### src/rtl/pbpix_sender.sv
// Transmit end of the pbpix rdy/ack/zero handshake: buffers upstream words in a
// small FIFO, masks them, flags all-zero words and issues exactly len pixels per pass.
module pbpix_sender #(
    parameter int DWd   = 16,
    parameter int Depth = 2,
    parameter int LenWd = 10
) (
    input  logic             i_clk,
    input  logic             i_rstn,
    input  logic             i_cont_start,
    input  logic [LenWd-1:0] i_cont_len,
    input  logic [DWd-1:0]   i_cont_mask,
    input  logic             i_cont_stall,
    input  logic             i_src_valid,
    input  logic [DWd-1:0]   i_src_data,
    output logic             o_src_ready,
    output logic [DWd-1:0]   o_pix,
    output logic             o_pix_rdy,
    input  logic             i_pix_ack,
    output logic             o_pix_zero,
    output logic             o_busy,
    output logic             o_done,
    output logic [LenWd-1:0] o_cnt
);

    localparam int PtrWd = (Depth > 1) ? $clog2(Depth) : 1;
    localparam int OccWd = PtrWd + 1;

    localparam logic [0:0] S_IDLE = 1'b0;
    localparam logic [0:0] S_RUN  = 1'b1;

    logic [0:0]       state;
    logic [LenWd-1:0] acc_cnt;
    logic [DWd-1:0]   r_mask;
    logic [DWd-1:0]   fifo_data [Depth];
    logic             fifo_zero [Depth];
    logic [PtrWd-1:0] wr_ptr;
    logic [PtrWd-1:0] rd_ptr;
    logic [OccWd-1:0] occ;
    logic             full;
    logic             empty;
    logic             start_ok;
    logic             push;
    logic             pop;
    logic [DWd-1:0]   masked;

    assign full     = (occ == OccWd'(Depth));
    assign empty    = (occ == '0);
    assign masked   = i_src_data & r_mask;
    assign start_ok = (state == S_IDLE) && i_cont_start && i_cont_stall;

    // Ready deliberately ignores ack so a full FIFO never accepts, even while draining.
    assign o_src_ready = (state == S_RUN) && !full && (acc_cnt != '0) && i_cont_stall;
    assign o_pix_rdy   = !empty && i_cont_stall;
    assign push        = i_src_valid && o_src_ready;
    assign pop         = o_pix_rdy && i_pix_ack;

    assign o_pix      = empty ? '0 : fifo_data[rd_ptr];
    assign o_pix_zero = empty ? 1'b1 : fifo_zero[rd_ptr];
    assign o_busy     = (state == S_RUN);

    always_ff @(posedge i_clk) begin
        if (!i_rstn) begin
            state   <= S_IDLE;
            acc_cnt <= '0;
            o_cnt   <= '0;
            r_mask  <= '0;
            o_done  <= 1'b0;
            wr_ptr  <= '0;
            rd_ptr  <= '0;
            occ     <= '0;
        end else if (i_cont_stall) begin
            o_done <= 1'b0;

            if (start_ok) begin
                if (i_cont_len == '0) begin
                    o_done <= 1'b1;
                end else begin
                    state   <= S_RUN;
                    acc_cnt <= i_cont_len;
                    o_cnt   <= i_cont_len;
                    r_mask  <= i_cont_mask;
                end
            end

            if (push) begin
                wr_ptr  <= wr_ptr + PtrWd'(1);
                acc_cnt <= acc_cnt - LenWd'(1);
            end

            if (pop) begin
                rd_ptr <= rd_ptr + PtrWd'(1);
                o_cnt  <= o_cnt - LenWd'(1);
                if ((state == S_RUN) && (o_cnt == LenWd'(1))) begin
                    state  <= S_IDLE;
                    o_done <= 1'b1;
                end
            end

            case ({push, pop})
                2'b10:   occ <= occ + OccWd'(1);
                2'b01:   occ <= occ - OccWd'(1);
                default: occ <= occ;
            endcase
        end
    end

    // Storage needs no reset: the head is only visible while occupancy is nonzero.
    always_ff @(posedge i_clk) begin
        if (i_rstn && push) begin
            fifo_data[wr_ptr] <= masked;
            fifo_zero[wr_ptr] <= (masked == '0);
        end
    end

endmodule

### config.mk
export PLATFORM = sky130hd
export DESIGN_NAME = pbpix_sender
export DESIGN_NICKNAME = d
export VERILOG_FILES = /design/src/rtl/pbpix_sender.sv
export SDC_FILE = /design/constraint.sdc
export NUM_CORES = 1
export LEC_CHECK = 0
export ABC_AREA = 1
export BUFFER_PORTS_ARGS = -buffer_cell sky130_fd_sc_hd__buf_2
export CORE_UTILIZATION = 61
export CTS_BUF_LIST = sky130_fd_sc_hd__clkbuf_8
export DETAILED_ROUTE_END_ITERATION = 7
export GPL_ROUTABILITY_DRIVEN = 0
export PLACE_DENSITY = 0.95
export RECOVER_POWER = 25
export SLEW_MARGIN = 20
export SYNTH_ARGS = -nofsm -noshare
export SYNTH_HDL_FRONTEND = slang
export SYNTH_SLANG_ARGS = --single-unit
### constraint.sdc
create_clock -name i_clk -period 7.74 [get_ports i_clk]
set_input_delay 0.774 -clock i_clk [delete_from_list [all_inputs] [get_ports i_clk]]
set_output_delay 0.774 -clock i_clk [all_outputs]
set_load 0.03 [all_outputs]
==> metrics.md <==
| Metric | Value |
|---|---|
| Diode count | 0 |
| HPWL after DPL | about 6500 um |
| Reg2Reg Depth | 10 |
| Leak Pwr | about 0.0021 uW |
| Max Cap Viol | 0 |
| Max Clock Freq | 333 MHz |
| Yosys top cell area share | 27.2% |
| Reg power frac | between 50% and 60% |
| Compound-Gate Fraction of Synth Area | approximately 10% |
| Worst Hold Endpoint | r_mask[2]$_SDFFE_PN0P_ |
| CTS Hold Buffers Added | 0 |
| Post-synthesis simple-gate area fraction | 29.8% |
| Hold Path Depth | 2 |
| Unrepaired setup endpoints after global routing | false |
| P&R area growth vs syn | 16.3% |
| Post-synthesis mux area share | 0% |
| Maximum VDD drop | 0.000104 V |
| Syn nets | ~540 |
| CTS tree | done |
| HP Class | register to register |
| Total power | between 800 and 900 uW |
| Reg-to-Reg Start | acc_cnt[0]$_SDFFE_PN0P_ |
| Mapped Area | ~3800 um2 |
| Layout cells sized above 1 | ~20% |
| Core Box Area | 5920 um2 |
| Placed insts | 625 |
| Int Pwr | ~630 uW |
| CTS resizes | 0 |
| Worst-skew pair later-pin latency | 0.35 ns |
| Area occupied by multi-input gates | 1590 um2 |
| Avg WL per Cell | 14.1 um |
| Postcts setup bufs | 0 |
| Pins over their slew limit | 0 |
| Largest family of logic cells by synthesized area | simple AND/OR/NAND/NOR gates |
| Adder-cell share of the synthesized area | between 1 and 1.5% |
| Total grt overflow | 0 |
| Total GRT Usage | approximately 30% |
| Synth area leaders | edfxtp_1, dfxtp_1, nand2_1 |
| Final Hold Fails | 0 |
| Asr flop ratio synth | 0% |
| #FFs+latches synth | 77 |
| Power density over the cells | 201 nW/um2 |
| Post-synth EDFFs | 34 |
| First-pass GRT wire length | 14300 um |
| Detailed-router iteration count before antenna repair | 6 |
| Initial DRC Count | 244 |
| Via count | between 3000 and 4000 |
| Antenna Nets Post-Route | 0 |
| Share of total power in the clock network | around 35% |
| Initial antenna violation count | 0 |
| Clock transition at path regs | roughly 0.08 ns |
| Die width | ~80 um |
| RR Endpoint | fifo_data[0][0]$_DFFE_PP_ |
| # rows | 28 |
| H-tree depth | 3 |
| Largest net degree at the start of global routing | 32 |
| Worst-Margin Slew | ~0.9 ns |
| Yosys warns | 0 |
| Net load switching power | ~250 uW |
| Fill cells | between 400 and 500 |
| Sequential area share after synthesis | 50.1% |
| CTS Buf Count | 9 |
| WS Path Type | register to output port |
| Comb power frac | about 14% |
| Critical Path Sink Type | output port |
| Ys flop type | dfxtp_1 |
| Switch share | between 20% and 30% |
| Syn Inst Count | between 400 and 500 |
| Die Area | between 6000 and 7000 um2 |
| Clk buf depth | 2 |
| Final min period | ~3.0 ns |
| Clk_skew | 0.00870 ns |
| Vias in the first global route | ~3200 |
| Root buf cell | clkbuf_8 |
| Avg Inst Size Synth | about 7.7 um2 |
| Cell variety after synth | 32 |
| Register Area | 1880 um2 |
| XOR/XNOR share of the synthesized area | 1.17% |
| # setup viols final | 0 |
| Total routed wirelength | about 9000 um |
| Headroom to the max-slew limit | 40.7% |
| Worst Path Required | between 6 and 7 ns |
| Worst setup SP type | register |
| Clock sinks | 77 |
| Worst reg2reg setup slack | ~5.3 ns |
| Outcome | finished, final reports clean |
| CP peak stage delay | approximately 0.73 ns |
| Critical path's slowest cell | dfxtp_1 |
| Hold Path Origin | r_mask[2]$_SDFFE_PN0P_ |
| Layout Nets | between 600 and 700 |
| Period Utilization, post-route | 38.7% |
| Synth cell count leaders | nand2_1, nor2_1, inv_1 |
| Area leader, netlist | edfxtp_1 |
| Count leader, synth | nand2_1 |
| Ports | 79 |
| Count of buffers from port buffering | 78 |
| Initial Util | 63.4% |
| Vert. Die Dim | a little over 80 um |
| Routed vias/inst | approximately 5.5 |
| Final cell count without fillers | roughly 640 |
| Setup TNS | 0 ns |
| Critical path arrival | 2.22 ns |
| Critical Path Fanout Max | 18 |
| Crit path cell chain | clkinv_1 -> nand2_1 -> a21oi_1 -> buf_2 |
| DRC violations left | 0 |
==> final cells by class <==
class | instances | area share, %
Clock buffer | 9 | 2.84
Sequential cell | 77 | 43.1
Clock inverter | 7 | 1.69
Timing Repair Buffer | 80 | 9.20
Inverter | 53 | 4.61
Tap cell | 75 | 2.15
Multi-Input combinational cell | 340 | 36.4
==> layout by cell type (no fill, tap or decap) <==
| master | instances |
|---|---|
| nor2_1 | 73 |
| inv_6 | 1 |
| nor4_1 | 1 |
| nor3_2 | 2 |
| xor2_1 | 4 |
| inv_1 | 49 |
| clkbuf_1 | 3 |
| bufinv_16 | 1 |
| ha_1 | 4 |
| clkinv_1 | 3 |
| xnor2_1 | 1 |
| inv_4 | 1 |
| a21oi_2 | 1 |
| dfxtp_1 | 43 |
| nand4_2 | 1 |
| a21oi_1 | 39 |
| nand3_2 | 3 |
| buf_4 | 2 |
| clkbuf_8 | 9 |
| o21ai_0 | 28 |
| o21ai_4 | 1 |
| o211ai_1 | 1 |
| nand2_1 | 138 |
| inv_2 | 1 |
| nand4_1 | 6 |
| buf_2 | 75 |
| nand3_1 | 26 |
| clkinv_2 | 1 |
| nand3b_1 | 1 |
| a31oi_1 | 1 |
| nand2_4 | 1 |
| nor2_2 | 3 |
| clkinv_4 | 3 |
| edfxtp_1 | 34 |
| nor2_4 | 5 |
==> layer usage <==
metal	vias to the layer above	part of all wire [%]	GRT usage [%]
met4	0	4.4	17.9
met1	1587	37	35.5
met5	-	0	0
met2	210	49	49.0
met3	47	9.3	5.91
li1	1712	-	-
==> stage by stage <==
| step | hold WS, ns | cell area [um2] | util (%) | worst slack (ns) |
|---|---|---|---|---|
| after detailed placement | 0.476 | 4170 | 70.4 | 5.09 |
| after CTS | 0.494 | 4360 | 73.7 | 4.75 |
| after global routing | 0.518 | 4370 | 73.8 | 4.66 |
| after global placement | 0.455 | 4170 | 70.4 | 5.17 |
| after floorplan | 0.444 | 3750 | - | 4.85 |
| final | 0.489 | 4370 | 73.8 | 4.74 |
==> power by group through the flow <==
stage          registers [uW]  logic, uW  clock network (uW)
5_1_grt                   452        140                 319
4_1_cts                   449        123                 305
3_3_place_gp              458        116                   0
3_5_place_dp              458        122                   0
6_report                  450        125                 303
2_1_floorplan             462       79.9                   0
==> cell families (layout without fill, tap and decap cells) <==
| group | count (synthesis) | count (layout) |
|---|---|---|
| simple gates | 260 | 260 |
| flops | 77 | 77 |
| compound gates | 71 | 71 |
| buf+inv | 70 | 149 |
| xor+xnor | 5 | 5 |
| fa+ha+maj | 4 | 4 |
==> state kept, by name (all words and copies together) (netlist names), named ones only <==
signal     flops
fifo_data     32
r_mask        16
acc_cnt       10
o_cnt         10
fifo_zero      2
occ            2
o_busy         1
o_done         1
rd_ptr         1
wr_ptr         1
==> worst max path at each step <==
stage,start,end,slack (ns)
6_report,register,o_pix[8],4.74
5_1_grt,register,o_pix[8],4.66
4_1_cts,register,o_pix[8],4.75
3_3_place_gp,i_cont_stall,fifo_data[0][2]$_DFFE_PP_,5.17
2_1_floorplan,i_cont_stall,fifo_data[1][0]$_DFFE_PP_,4.85
3_5_place_dp,i_cont_stall,fifo_data[0][12]$_DFFE_PP_,5.09
==> worst max-delay path: cells and delay by family (launching register included) <==
| kind | cells | cell delay, ns |
|---|---|---|
| AO/OA/AOI/OAI | 1 | 0.11 |
| flip-flops | 1 | 0.73 |
| buffers and inverters | 2 | 0.80 |
| AND/OR/NAND/NOR | 1 | 0.23 |
No activity file was read; power rests on OpenSTA's default activity.
